## src/rtl/mt_pkg.sv

```systemverilog
// Shared types for the barrel-core register-file write side.
// Holds the default thread count and register width, the thread-id type and
// the write request record used by the ALU, load, write-port and bypass paths.
package mt_pkg;

    localparam int unsigned MT_NUM_THREADS = 8;
    localparam int unsigned MT_DATA_WIDTH  = 32;
    localparam int unsigned MT_TID_W       = $clog2(MT_NUM_THREADS);
    localparam int unsigned MT_RD_W        = 5;

    typedef logic [MT_TID_W-1:0] tid_t;

    typedef struct packed {
        tid_t                     tid;
        logic [MT_RD_W-1:0]       rd;
        logic [MT_DATA_WIDTH-1:0] data;
    } wb_req_t;

endpackage

```

## src/rtl/mt_writeback_unit_if.sv

```systemverilog
// Bus bundle for mt_writeback_unit.
//   alu_*        : ALU writeback results (no backpressure)
//   mem_*        : load-return handshake (mem_valid/mem_ready) and fields
//   wb_*         : registered register-file write port
//   thread_busy  : per-thread "loads still buffered" flags
//   fwd_*        : combinational bypass of the slot winner (MT_WB_BYPASS_EN only)
// master = core side driving results, slave = the writeback unit.
interface mt_wb_if #(
    parameter int unsigned NUM_THREADS = mt_pkg::MT_NUM_THREADS,
    parameter int unsigned DATA_WIDTH  = mt_pkg::MT_DATA_WIDTH
);
    localparam int unsigned TID_W = $clog2(NUM_THREADS);

    logic                   alu_valid;
    logic [TID_W-1:0]       alu_tid;
    logic [4:0]             alu_rd;
    logic [DATA_WIDTH-1:0]  alu_data;

    logic                   mem_valid;
    logic                   mem_ready;
    logic [TID_W-1:0]       mem_tid;
    logic [4:0]             mem_rd;
    logic [DATA_WIDTH-1:0]  mem_data;

    logic                   wb_we;
    logic [TID_W-1:0]       wb_tid;
    logic [4:0]             wb_rd;
    logic [DATA_WIDTH-1:0]  wb_data;

    logic [NUM_THREADS-1:0] thread_busy;

`ifdef MT_WB_BYPASS_EN
    logic                   fwd_valid;
    logic [TID_W-1:0]       fwd_tid;
    logic [4:0]             fwd_rd;
    logic [DATA_WIDTH-1:0]  fwd_data;

    modport master (
        output alu_valid, alu_tid, alu_rd, alu_data,
        output mem_valid, mem_tid, mem_rd, mem_data,
        input  mem_ready,
        input  wb_we, wb_tid, wb_rd, wb_data, thread_busy,
        input  fwd_valid, fwd_tid, fwd_rd, fwd_data
    );

    modport slave (
        input  alu_valid, alu_tid, alu_rd, alu_data,
        input  mem_valid, mem_tid, mem_rd, mem_data,
        output mem_ready,
        output wb_we, wb_tid, wb_rd, wb_data, thread_busy,
        output fwd_valid, fwd_tid, fwd_rd, fwd_data
    );
`else
    modport master (
        output alu_valid, alu_tid, alu_rd, alu_data,
        output mem_valid, mem_tid, mem_rd, mem_data,
        input  mem_ready,
        input  wb_we, wb_tid, wb_rd, wb_data, thread_busy
    );

    modport slave (
        input  alu_valid, alu_tid, alu_rd, alu_data,
        input  mem_valid, mem_tid, mem_rd, mem_data,
        output mem_ready,
        output wb_we, wb_tid, wb_rd, wb_data, thread_busy
    );
`endif

endinterface

```

## src/rtl/mt_wb_fifo.sv

```systemverilog
// Load-return FIFO of wb_req_t entries.
//   clk, rst_n : clock, asynchronous active-low reset (empties the FIFO)
//   push/push_data : enqueue (ignored when full)
//   pop/head       : dequeue / current head entry (head valid when !empty)
//   full, empty    : derived from the registered occupancy
module mt_wb_fifo
    import mt_pkg::*;
#(
    parameter int unsigned LQ_DEPTH = 4
) (
    input  logic    clk,
    input  logic    rst_n,
    input  logic    push,
    input  wb_req_t push_data,
    input  logic    pop,
    output wb_req_t head,
    output logic    full,
    output logic    empty
);
    localparam int unsigned PtrW = $clog2(LQ_DEPTH);
    localparam int unsigned CntW = $clog2(LQ_DEPTH + 1);

    wb_req_t         mem_q [LQ_DEPTH];
    logic [PtrW-1:0] wr_ptr_q, rd_ptr_q;
    logic [CntW-1:0] count_q;
    logic            push_en, pop_en;

    assign full    = (count_q == CntW'(LQ_DEPTH));
    assign empty   = (count_q == '0);
    assign push_en = push && !full;
    assign pop_en  = pop && !empty;
    assign head    = mem_q[rd_ptr_q];

    // Storage needs no reset: entries are only read when count_q says so.
    always_ff @(posedge clk) begin
        if (push_en) begin
            mem_q[wr_ptr_q] <= push_data;
        end
    end

    // Pointers wrap naturally because LQ_DEPTH is a power of two.
    always_ff @(posedge clk or negedge rst_n) begin
        if (!rst_n) begin
            wr_ptr_q <= '0;
            rd_ptr_q <= '0;
            count_q  <= '0;
        end else begin
            if (push_en) wr_ptr_q <= wr_ptr_q + PtrW'(1);
            if (pop_en)  rd_ptr_q <= rd_ptr_q + PtrW'(1);
            count_q <= count_q + CntW'(push_en) - CntW'(pop_en);
        end
    end

endmodule

```

## src/rtl/mt_writeback_unit.sv

```systemverilog
// Register-file write side of the barrel core.
// Merges ALU results and buffered load returns into one registered write port.
// ALU results (rd != 0) always win the slot; the load FIFO head drains when
// the slot is free. Per-thread counters of buffered loads drive thread_busy.
//   clk, rst_n : clock, asynchronous active-low reset
//   bus        : mt_wb_if.slave (alu_*, mem_* handshake, wb_*, thread_busy, fwd_*)
// Optional: MT_WB_BYPASS_EN adds the fwd_* combinational copy of the slot winner.
module mt_writeback_unit
    import mt_pkg::*;
#(
    parameter int unsigned NUM_THREADS = MT_NUM_THREADS,
    parameter int unsigned DATA_WIDTH  = MT_DATA_WIDTH,
    parameter int unsigned LQ_DEPTH    = 4
) (
    input  logic    clk,
    input  logic    rst_n,
    mt_wb_if.slave  bus
);
    localparam int unsigned TidW = $clog2(NUM_THREADS);
    localparam int unsigned CntW = $clog2(LQ_DEPTH + 1);

    wb_req_t alu_req, mem_req, head, slot;
    logic    alu_win, push, pop, slot_valid;
    logic    fifo_full, fifo_empty;

    logic [CntW-1:0]        cnt_q [NUM_THREADS];
    logic [CntW-1:0]        cnt_d [NUM_THREADS];
    logic [NUM_THREADS-1:0] busy_q, busy_d;
    logic                   wb_we_q;
    wb_req_t                wb_req_q;

    assign alu_req = '{tid: bus.alu_tid, rd: bus.alu_rd, data: bus.alu_data};
    assign mem_req = '{tid: bus.mem_tid, rd: bus.mem_rd, data: bus.mem_data};

    // Registered occupancy only: a same-cycle pop never frees room for a push.
    assign bus.mem_ready = !fifo_full;

    always_comb begin
        alu_win    = bus.alu_valid && (bus.alu_rd != '0);
        // Loads to x0 are accepted but never enqueued.
        push       = bus.mem_valid && !fifo_full && (bus.mem_rd != '0);
        pop        = !alu_win && !fifo_empty;
        slot_valid = alu_win || pop;
        slot       = alu_win ? alu_req : head;
    end

    mt_wb_fifo #(
        .LQ_DEPTH (LQ_DEPTH)
    ) u_fifo (
        .clk       (clk),
        .rst_n     (rst_n),
        .push      (push),
        .push_data (mem_req),
        .pop       (pop),
        .head      (head),
        .full      (fifo_full),
        .empty     (fifo_empty)
    );

    // Same-thread push and pop cancel out.
    always_comb begin
        for (int unsigned t = 0; t < NUM_THREADS; t++) begin
            cnt_d[t] = cnt_q[t];
            if (push && (mem_req.tid == TidW'(t))) cnt_d[t] = cnt_d[t] + CntW'(1);
            if (pop && (head.tid == TidW'(t)))     cnt_d[t] = cnt_d[t] - CntW'(1);
            busy_d[t] = (cnt_d[t] != '0);
        end
    end

    always_ff @(posedge clk or negedge rst_n) begin
        if (!rst_n) begin
            for (int unsigned t = 0; t < NUM_THREADS; t++) cnt_q[t] <= '0;
            busy_q   <= '0;
            wb_we_q  <= 1'b0;
            wb_req_q <= '0;
        end else begin
            for (int unsigned t = 0; t < NUM_THREADS; t++) cnt_q[t] <= cnt_d[t];
            busy_q  <= busy_d;
            wb_we_q <= slot_valid;
            if (slot_valid) wb_req_q <= slot;
        end
    end

    assign bus.wb_we       = wb_we_q;
    assign bus.wb_tid      = wb_req_q.tid;
    assign bus.wb_rd       = wb_req_q.rd;
    assign bus.wb_data     = wb_req_q.data;
    assign bus.thread_busy = busy_q;

`ifdef MT_WB_BYPASS_EN
    // The value about to be registered into wb_*; forced idle during reset.
    assign bus.fwd_valid = slot_valid && rst_n;
    assign bus.fwd_tid   = slot.tid;
    assign bus.fwd_rd    = slot.rd;
    assign bus.fwd_data  = slot.data;
`endif

endmodule

```

## src/flat_wrapper.sv

```systemverilog
// flat-port wrapper written by rule: the top's interface ports become plain ports
module mt_writeback_unit_flat import mt_pkg::*;
#(
    parameter int unsigned NUM_THREADS = MT_NUM_THREADS,
    parameter int unsigned DATA_WIDTH  = MT_DATA_WIDTH,
    parameter int unsigned LQ_DEPTH    = 4
)
  (clk, rst_n, bus_alu_valid, bus_alu_tid, bus_alu_rd, bus_alu_data, bus_mem_valid, bus_mem_tid, bus_mem_rd, bus_mem_data, bus_mem_ready, bus_wb_we, bus_wb_tid, bus_wb_rd, bus_wb_data, bus_thread_busy);
  mt_wb_if #(.NUM_THREADS(NUM_THREADS), .DATA_WIDTH(DATA_WIDTH)) bus_i ();
  input  logic clk;
  input  logic rst_n;
  input wire logic [$bits(bus_i.alu_valid)-1:0] bus_alu_valid;
  input wire logic [$bits(bus_i.alu_tid)-1:0] bus_alu_tid;
  input wire logic [$bits(bus_i.alu_rd)-1:0] bus_alu_rd;
  input wire logic [$bits(bus_i.alu_data)-1:0] bus_alu_data;
  input wire logic [$bits(bus_i.mem_valid)-1:0] bus_mem_valid;
  input wire logic [$bits(bus_i.mem_tid)-1:0] bus_mem_tid;
  input wire logic [$bits(bus_i.mem_rd)-1:0] bus_mem_rd;
  input wire logic [$bits(bus_i.mem_data)-1:0] bus_mem_data;
  output wire logic [$bits(bus_i.mem_ready)-1:0] bus_mem_ready;
  output wire logic [$bits(bus_i.wb_we)-1:0] bus_wb_we;
  output wire logic [$bits(bus_i.wb_tid)-1:0] bus_wb_tid;
  output wire logic [$bits(bus_i.wb_rd)-1:0] bus_wb_rd;
  output wire logic [$bits(bus_i.wb_data)-1:0] bus_wb_data;
  output wire logic [$bits(bus_i.thread_busy)-1:0] bus_thread_busy;
  assign bus_i.alu_valid = bus_alu_valid;
  assign bus_i.alu_tid = bus_alu_tid;
  assign bus_i.alu_rd = bus_alu_rd;
  assign bus_i.alu_data = bus_alu_data;
  assign bus_i.mem_valid = bus_mem_valid;
  assign bus_i.mem_tid = bus_mem_tid;
  assign bus_i.mem_rd = bus_mem_rd;
  assign bus_i.mem_data = bus_mem_data;
  assign bus_mem_ready = bus_i.mem_ready;
  assign bus_wb_we = bus_i.wb_we;
  assign bus_wb_tid = bus_i.wb_tid;
  assign bus_wb_rd = bus_i.wb_rd;
  assign bus_wb_data = bus_i.wb_data;
  assign bus_thread_busy = bus_i.thread_busy;
  mt_writeback_unit #(.NUM_THREADS(NUM_THREADS), .DATA_WIDTH(DATA_WIDTH), .LQ_DEPTH(LQ_DEPTH)) u_core (.clk(clk), .rst_n(rst_n), .bus(bus_i));
endmodule
```

## config.mk

```make
export PLATFORM = sky130hd
export DESIGN_NAME = mt_writeback_unit_flat
export DESIGN_NICKNAME = d
export VERILOG_FILES = /design/src/rtl/mt_pkg.sv /design/src/rtl/mt_writeback_unit_if.sv /design/src/rtl/mt_wb_fifo.sv /design/src/rtl/mt_writeback_unit.sv /design/src/flat_wrapper.sv
export SDC_FILE = /design/constraint.sdc
export NUM_CORES = 1
export LEC_CHECK = 0
export CAP_MARGIN = 20
export CORE_MARGIN = 2
export CORE_UTILIZATION = 50
export CTS_CLUSTER_DIAMETER = 40
export DETAILED_ROUTE_END_ITERATION = 16
export PLACE_DENSITY = 0.72
export SYNTH_ARGS = -nofsm -noshare
export SYNTH_HDL_FRONTEND = slang
export SYNTH_HIERARCHICAL = 1
export SYNTH_SLANG_ARGS = --single-unit
```

## constraint.sdc

```tcl
create_clock -name clk -period 4.5 [get_ports clk]
set_clock_uncertainty 0.1 [all_clocks]
set_input_delay 1.35 -clock clk [delete_from_list [all_inputs] [get_ports clk]]
set_output_delay 1.35 -clock clk [all_outputs]
set_load 0.02 [all_outputs]
```

==> metrics.txt <==
Worst Hold Class flop to flop; portion of synthesized cell area occupied by the leading cell type 46.1%; Max Slew Vio Count 0; beginning of the worst register-to-register path u_core/u_fifo/rd_ptr_q[0]; post-synthesis simple-gate area fraction 5.96%; time the worst path needs with I/O delays and setup 3.80 ns; synthesis-stage register bit count 240; total length of routed wires 20.8 mm; fraction of synthesized cell area in xor and xnor cells 5.28%; clock-pin slew on the worst setup and hold paths 0.06 ns; Hold Fails Final Rpt 0; most numerous cell types in the synthesized netlist edfxtp_1 (160), dfrtp_1 (80), mux2i_1 (52), nand2_1 (52), o21ai_0 (40); initial cell density of the core 51.2%; share of layout cells above drive strength 1 17.0%; most frequent cell after synthesis edfxtp_1; vias 5790; CTS buffer count 31; outcome finished, final reports clean; origin of the worst min-delay path u_core/bus.wb_data[5]; site row count 52; clock tree from TritonCTS done; Leak 4.76 nW; residual overflow from global routing 0; FFs w/ async S/R, synth 33.3%; VDD IR max 0.394 mV; Arrival @ worst endpoint 4.15 ns; Critical Path Source bus_mem_rd[3]; CTS root buf clkbuf_16; # IOs 134; Max-Cap Viols 0; number of instances in the synthesized netlist 620; Antenna diodes 0; count of fill cells added during filler insertion 1458; largest cells by area after synthesis edfxtp_1 (46%), dfrtp_1 (19%), mux4_2 (8.2%), mux2i_1 (5.0%), ha_1 (2.6%); number of setup buffers added after CTS 0; mux share of post-synthesis cell area 14.0%; signed area change from the synthesized netlist to the final layout 25.2%; mean instance size in the synthesized netlist 16.8 um2; Tot GR Track Use 19.4%; final-stage net count 878; DRC marker count from the first detailed-route iteration 323; worst relative slew slack 47.7%; number of gates given a new drive strength after cts 0; final sum of negative setup slack 0 ns; fraction of the mapped netlist area in compound gates 4.36%; data required time of the worst path 4.86 ns; maximum fanout along the worst path 9; Yosys cell types 59; core footprint 0.0204 mm2; Buffers on Ports 133; Hold Slack 0.468 ns; period utilisation layout 84.4%; area of all sequential standard cells 0.00681 mm2; register area share after synthesis 65.3%; number of antenna violations at the first check in global routing 0; average detailed-routed wire length per instance 19.5 um; type of element launching the critical path input port; total power per unit cell area 660 mW/mm2; Die X-Extent 148 um; clock latency at the later pin of the worst-skew pair 0.54 ns; Routed Antenna Nets 0; transition time of the tightest slew-check pin 0.784 ns; H-tree depth 1; sinks on the clock net 240; Primary FF master, synth edfxtp_1; Max Freq 263 MHz; number of flops mapped to enable cells by yosys 160; Synthesis Warnings 6; Mapped Area 0.0104 mm2; Die Ht 148 um; wire length of the first global-routing pass 33.4 mm; Synth area leader edfxtp_1; number of global-route vias before repair 6234; synthesized-area fraction occupied by adder cells 2.83%; DR vias/cell 5.44; type of the worst setup path input port to flop; Clock Tree Buf Depth 3; DR pass1 iterations 4; total setup violations reported at the end of the flow 0; maximum number of pins on one net before global-route repair 81; DRC viols 0; RSZ-0062 raised after global routing no; quantity of hold-fixing buffers added after cts 0; main combinational cell family by area after synthesis multiplexers; half-perimeter wire length of the detailed placement result 13.4 mm; GPL Wtd Cong 0.817; area taken by multi-input logic gates 0.00339 mm2; type of destination of the critical path flop; number of nets in the synthesized netlist 727; full die area 0.0220 mm2
## power by group
part / internal (W) / switching [W] / leakage, nW
combinational: 0.00152 / 0.00150 / 1.89
clock: 0.00137 / 0.000930 / 0.476
sequential: 0.00299 / 0.000318 / 2.39
total: 0.00587 / 0.00275 / 4.76
## flip-flops by register name, summed over array words and instances, names as in the netlist, 2 cells and up
signal,count
u_core/bus.thread_busy,8
u_core/u_fifo/rd_ptr_q,2
u_core/cnt_q,24
u_core/u_fifo/mem_q,160
u_core/u_fifo/wr_ptr_q,2
u_core/bus.wb_rd,5
u_core/bus.wb_tid,3
u_core/bus.wb_data,32
u_core/u_fifo/count_q,3
## worst paths after layout
| kind | end | slack (ns) | cells past startpoint |
|---|---|---|---|
| worst max register to register | u_core/cnt_q[5] | 1.60 | 5 |
| min in group asynchronous | u_core/cnt_q[2] | 0.69 | 1 |
| max in group asynchronous | u_core/u_fifo/rd_ptr_q[0] | 3.01 | 2 |
| worst max-delay path | u_core/u_fifo/count_q[2] | 0.70 | 11 |
| worst min register to register | u_core/bus.wb_data[5] | 0.47 | 2 |
| worst min-delay path | u_core/bus.wb_data[5] | 0.47 | 2 |
## layout by cell type, fill, tap and decap left out, drive strengths merged, types with 2 or more instances in the layout
master | Yosys | layout
mux4 | 40 | 40
xor2 | 20 | 20
nor3b | 8 | 8
a21oi | 3 | 3
xnor2 | 19 | 19
nand3 | 4 | 4
o211ai | 6 | 6
nand2 | 52 | 52
nand2b | 4 | 4
dfrtp | 80 | 80
ha | 22 | 22
edfxtp | 160 | 160
nor2b | 3 | 3
and4bb | 2 | 2
mux2i | 53 | 53
and3 | 7 | 7
nor2 | 6 | 6
clkbuf | 15 | 37
nor3 | 3 | 3
clkdlybuf4s50 | 0 | 132
and3b | 5 | 5
xnor3 | 2 | 2
clkinvlp | 0 | 4
inv | 15 | 21
o211a | 4 | 4
xor3 | 5 | 5
o21ai | 41 | 41
buf | 11 | 12
nand4 | 5 | 5
a22oi | 4 | 4
or4 | 3 | 3
nand4bb | 2 | 2
clkinv | 1 | 10
a32oi | 3 | 3
## kinds of logic after synthesis
family | count (synthesis)
fa+ha+maj | 23
simple gates | 109
buf+inv | 42
compound gates | 66
flops | 240
mux | 94
xor+xnor | 46
## metrics by stage
stage	instance area (um2)	util [%]	setup slack [ns]	total power, W	cells
after floorplan	10400	-	0.475	0.00544	620
after global placement	12000	59.1	0.287	0.00621	1006
after detailed placement	12000	59.1	0.173	0.00638	1006
after CTS	13000	63.9	0.735	0.00872	1063
after global routing	13100	64.1	0.595	0.00910	1065
final	13100	64.1	0.704	0.00862	1065
## metal layers
layer  share of wire [%]  up-vias  track usage [%]
met2                  52      159             34.3
met5                   0        -                0
met3                 6.4       22             4.29
li1                    -     2677                -
met1                  40     2932             24.5
met4                 1.6        0             4.86
## critical path: stages
cell	delay (ns)
clkdlybuf4s50_1	0.48
or4_4	0.58
or2_1	0.26
and3_1	0.28
nand2b_1	0.12
ha_1	0.13
inv_1	0.04
ha_1	0.19
fa_1	0.38
xnor2_1	0.19
xnor2_1	0.15
## cell type report
cell class | instances | area share (%)
clock buffer | 37 | 6.26
timing repair buffer | 144 | 11.3
sequential | 240 | 52.1
multi-input combinational | 338 | 26.0
clock inverter | 20 | 1.25
tap | 270 | 2.59
inverter | 16 | 0.460
(Power assumes the default switching activity.)
==> RTL change: new RTL, same flow settings <==
`LQ_DEPTH` is set to 4 in 3 places; all go to 8.
--- a/src/rtl/mt_wb_fifo.sv
+++ b/src/rtl/mt_wb_fifo.sv
@@ -6,7 +6,7 @@
 module mt_wb_fifo
     import mt_pkg::*;
 #(
-    parameter int unsigned LQ_DEPTH = 4
+    parameter int unsigned LQ_DEPTH = 8
 ) (
     input  logic    clk,
     input  logic    rst_n,
--- a/src/rtl/mt_writeback_unit.sv
+++ b/src/rtl/mt_writeback_unit.sv
@@ -10,7 +10,7 @@
 #(
     parameter int unsigned NUM_THREADS = MT_NUM_THREADS,
     parameter int unsigned DATA_WIDTH  = MT_DATA_WIDTH,
-    parameter int unsigned LQ_DEPTH    = 4
+    parameter int unsigned LQ_DEPTH    = 8
 ) (
     input  logic    clk,
     input  logic    rst_n,
--- a/src/flat_wrapper.sv
+++ b/src/flat_wrapper.sv
@@ -3,7 +3,7 @@
 #(
     parameter int unsigned NUM_THREADS = MT_NUM_THREADS,
     parameter int unsigned DATA_WIDTH  = MT_DATA_WIDTH,
-    parameter int unsigned LQ_DEPTH    = 4
+    parameter int unsigned LQ_DEPTH    = 8
 )
   (clk, rst_n, bus_alu_valid, bus_alu_tid, bus_alu_rd, bus_alu_data, bus_mem_valid, bus_mem_tid, bus_mem_rd, bus_mem_data, bus_mem_ready, bus_wb_we, bus_wb_tid, bus_wb_rd, bus_wb_data, bus_thread_busy);
   mt_wb_if #(.NUM_THREADS(NUM_THREADS), .DATA_WIDTH(DATA_WIDTH)) bus_i ();
Function: changed (Yosys sat finds a counterexample within 10 cycles, from zero or initial values and one cycle with rst_n low).
==> RTL change against the unedited design <==
First-iteration DRC count increased by 85%; worst setup slack got worse by 0.22 ns; sequential power increased by 62%; sequential cell count increased by 171; combinational power increased by 41%; synthesized area increased by 67%; wire length increased by 71%; design area increased by 62%; clock power increased by 68%; utilization decreased by 2.6 points; total power increased by 56%; non-clock buffer count increased by 29; register-to-register slack got worse by 0.30 ns; largest cell class unchanged.
==> RTL change: results (changes against the unedited design) <==
stage	metric	value	unit	change
drt	Max Used Layer	met5		
yosys	multiplexer area fraction after synthesis	18.01	%	+4.0 points
global_route	GRT Overall Usage	19.98	%	+0.58 points
setup_path	crit-path max cell delay	0.54	ns	-0.04 ns
global_route	antenna violations before repair	2		+2
finish	Nets	1234		+41%
pwr	Pleak	7.548	nW	+59%
drt	M1 wire length	15580	um	+86%
global_route	M3 GR Usage	3.681	%	-0.61 points
placed_design	post-detail-place hpwl	21580	um	+62%
yosys	Post-synth ARST share	22.14	%	-11 points
yosys	xor and xnor area share after synthesis	3.018	%	-2.3 points
global_route	met2 Use GR	33.33	%	-0.93 points
yosys	Yosys Warn Count	6		unchanged
yosys	Post-synth EDFFs	320		+100%
yosys	Synth Area in Compound Gates	2.473	%	-1.9 points
global_route	largest net degree at the start of global routing	76		-6.2%
setup_path	Worst Path Max Fanout	8		-1
yosys	net count after synthesis	1050		+44%
clocking	Num CTS Buffers	50		+61%
drt	via count	9168		+58%
finish	ratio of cells with drive above 1 in the final layout	16.37	%	-0.61 points
placed_design	gp weighted congestion	0.7852		-3.8%
pwr	Peak VDD IR	0.4019	mV	+2.1%
global_route	vias in the first global route	9518		+53%
yosys	Seq cells post-synth	411		+71%
drt	Post-Route WL	35580	um	+71%
global_route	met1 Use GR	27.13	%	+2.6 points
yosys	Synth area leaders	edfxtp_1, dfrtp_1, mux4_1		
finish	number of flip-flops under the largest register name	320		+100%
global_route	wire length of the first global-routing pass	54810	um	+64%
drt	drt pass-1 iters	7		+3
run_status	outcome	completed		
placed_design	worst slack, placed	0.1841	ns	+0.01137 ns
yosys	Synth top cells by count	edfxtp_1, dfrtp_1, mux4_1, mux2i_1, nand2_1		
clocking	Post-CTS Resized	0		unchanged
yosys	sequential share of the synthesized area	68.10	%	+2.8 points
yosys	Adder-Cell Fraction of Synth Area	1.835	%	-1.0 points
placed_design	Port-buffer cells	133		unchanged
yosys	Unique masters post-synth	56		-5.1%
drt	met2 routed WL	17720	um	+65%
setup_path	CP max stage cell	clkdlybuf4s50_1		
clocking	worst skew pair latency	0.57	ns	+0.03 ns
clocking	H-tree levels	2		+1
setup_path	arrival time worst endpoint	2.57	ns	-1.58 ns
sta	worst slew pin tran	0.8358	ns	+0.05157 ns
==> RTL change: worst paths after layout <==
check / to / startpoint / depth (start not counted) / slack, ns
worst max-delay path: bus_mem_ready / u_core/u_fifo/count_q[2]$_DFF_PN0_ / 6 / 0.48
worst min-delay path: u_core/bus.wb_data[28]$_DFFE_PN0P_ / u_core/bus.wb_data[28]$_DFFE_PN0P_ / 2 / 0.47
worst max register to register: u_core/bus.thread_busy[0]$_DFF_PN0_ / u_core/u_fifo/count_q[2]$_DFF_PN0_ / 12 / 1.30
worst min register to register: u_core/bus.wb_data[28]$_DFFE_PN0P_ / u_core/bus.wb_data[28]$_DFFE_PN0P_ / 2 / 0.47
max in group asynchronous: u_core/bus.wb_data[16]$_DFFE_PN0P_ / rst_n / 2 / 2.87
min in group asynchronous: u_core/cnt_q[28]$_DFF_PN0_ / rst_n / 1 / 0.67
==> RTL change: metrics by stage <==
stage | instances | utilization, % | area (um^2)
floorplan | 941 | - | 17470
global placement | 1527 | 56.70 | 19540
detailed placement | 1527 | 56.70 | 19540
CTS | 1621 | 61.45 | 21180
global route | 1622 | 61.51 | 21200
finish | 1623 | 61.52 | 21200
==> RTL change: layout make-up <==
| type | instances | area (um^2) | area share, % |
|---|---|---|---|
| Antenna cell | 1 | 2.502 | 0.01180 |
| Clock buffer | 63 | 1331 | 6.280 |
| Clock inverter | 31 | 305.3 | 1.440 |
| Inverter | 15 | 56.30 | 0.2656 |
| Multi-Input combinational cell | 474 | 5349 | 25.23 |
| Sequential cell | 411 | 11890 | 56.10 |
| Tap cell | 455 | 569.3 | 2.686 |
| Timing Repair Buffer | 173 | 1692 | 7.980 |
==> RTL change: power breakdown <==
part           internal (mW)  switching, mW
registers               4.92          0.407
logic                   2.09           2.18
clock network           2.26           1.61
total                   9.28           4.19
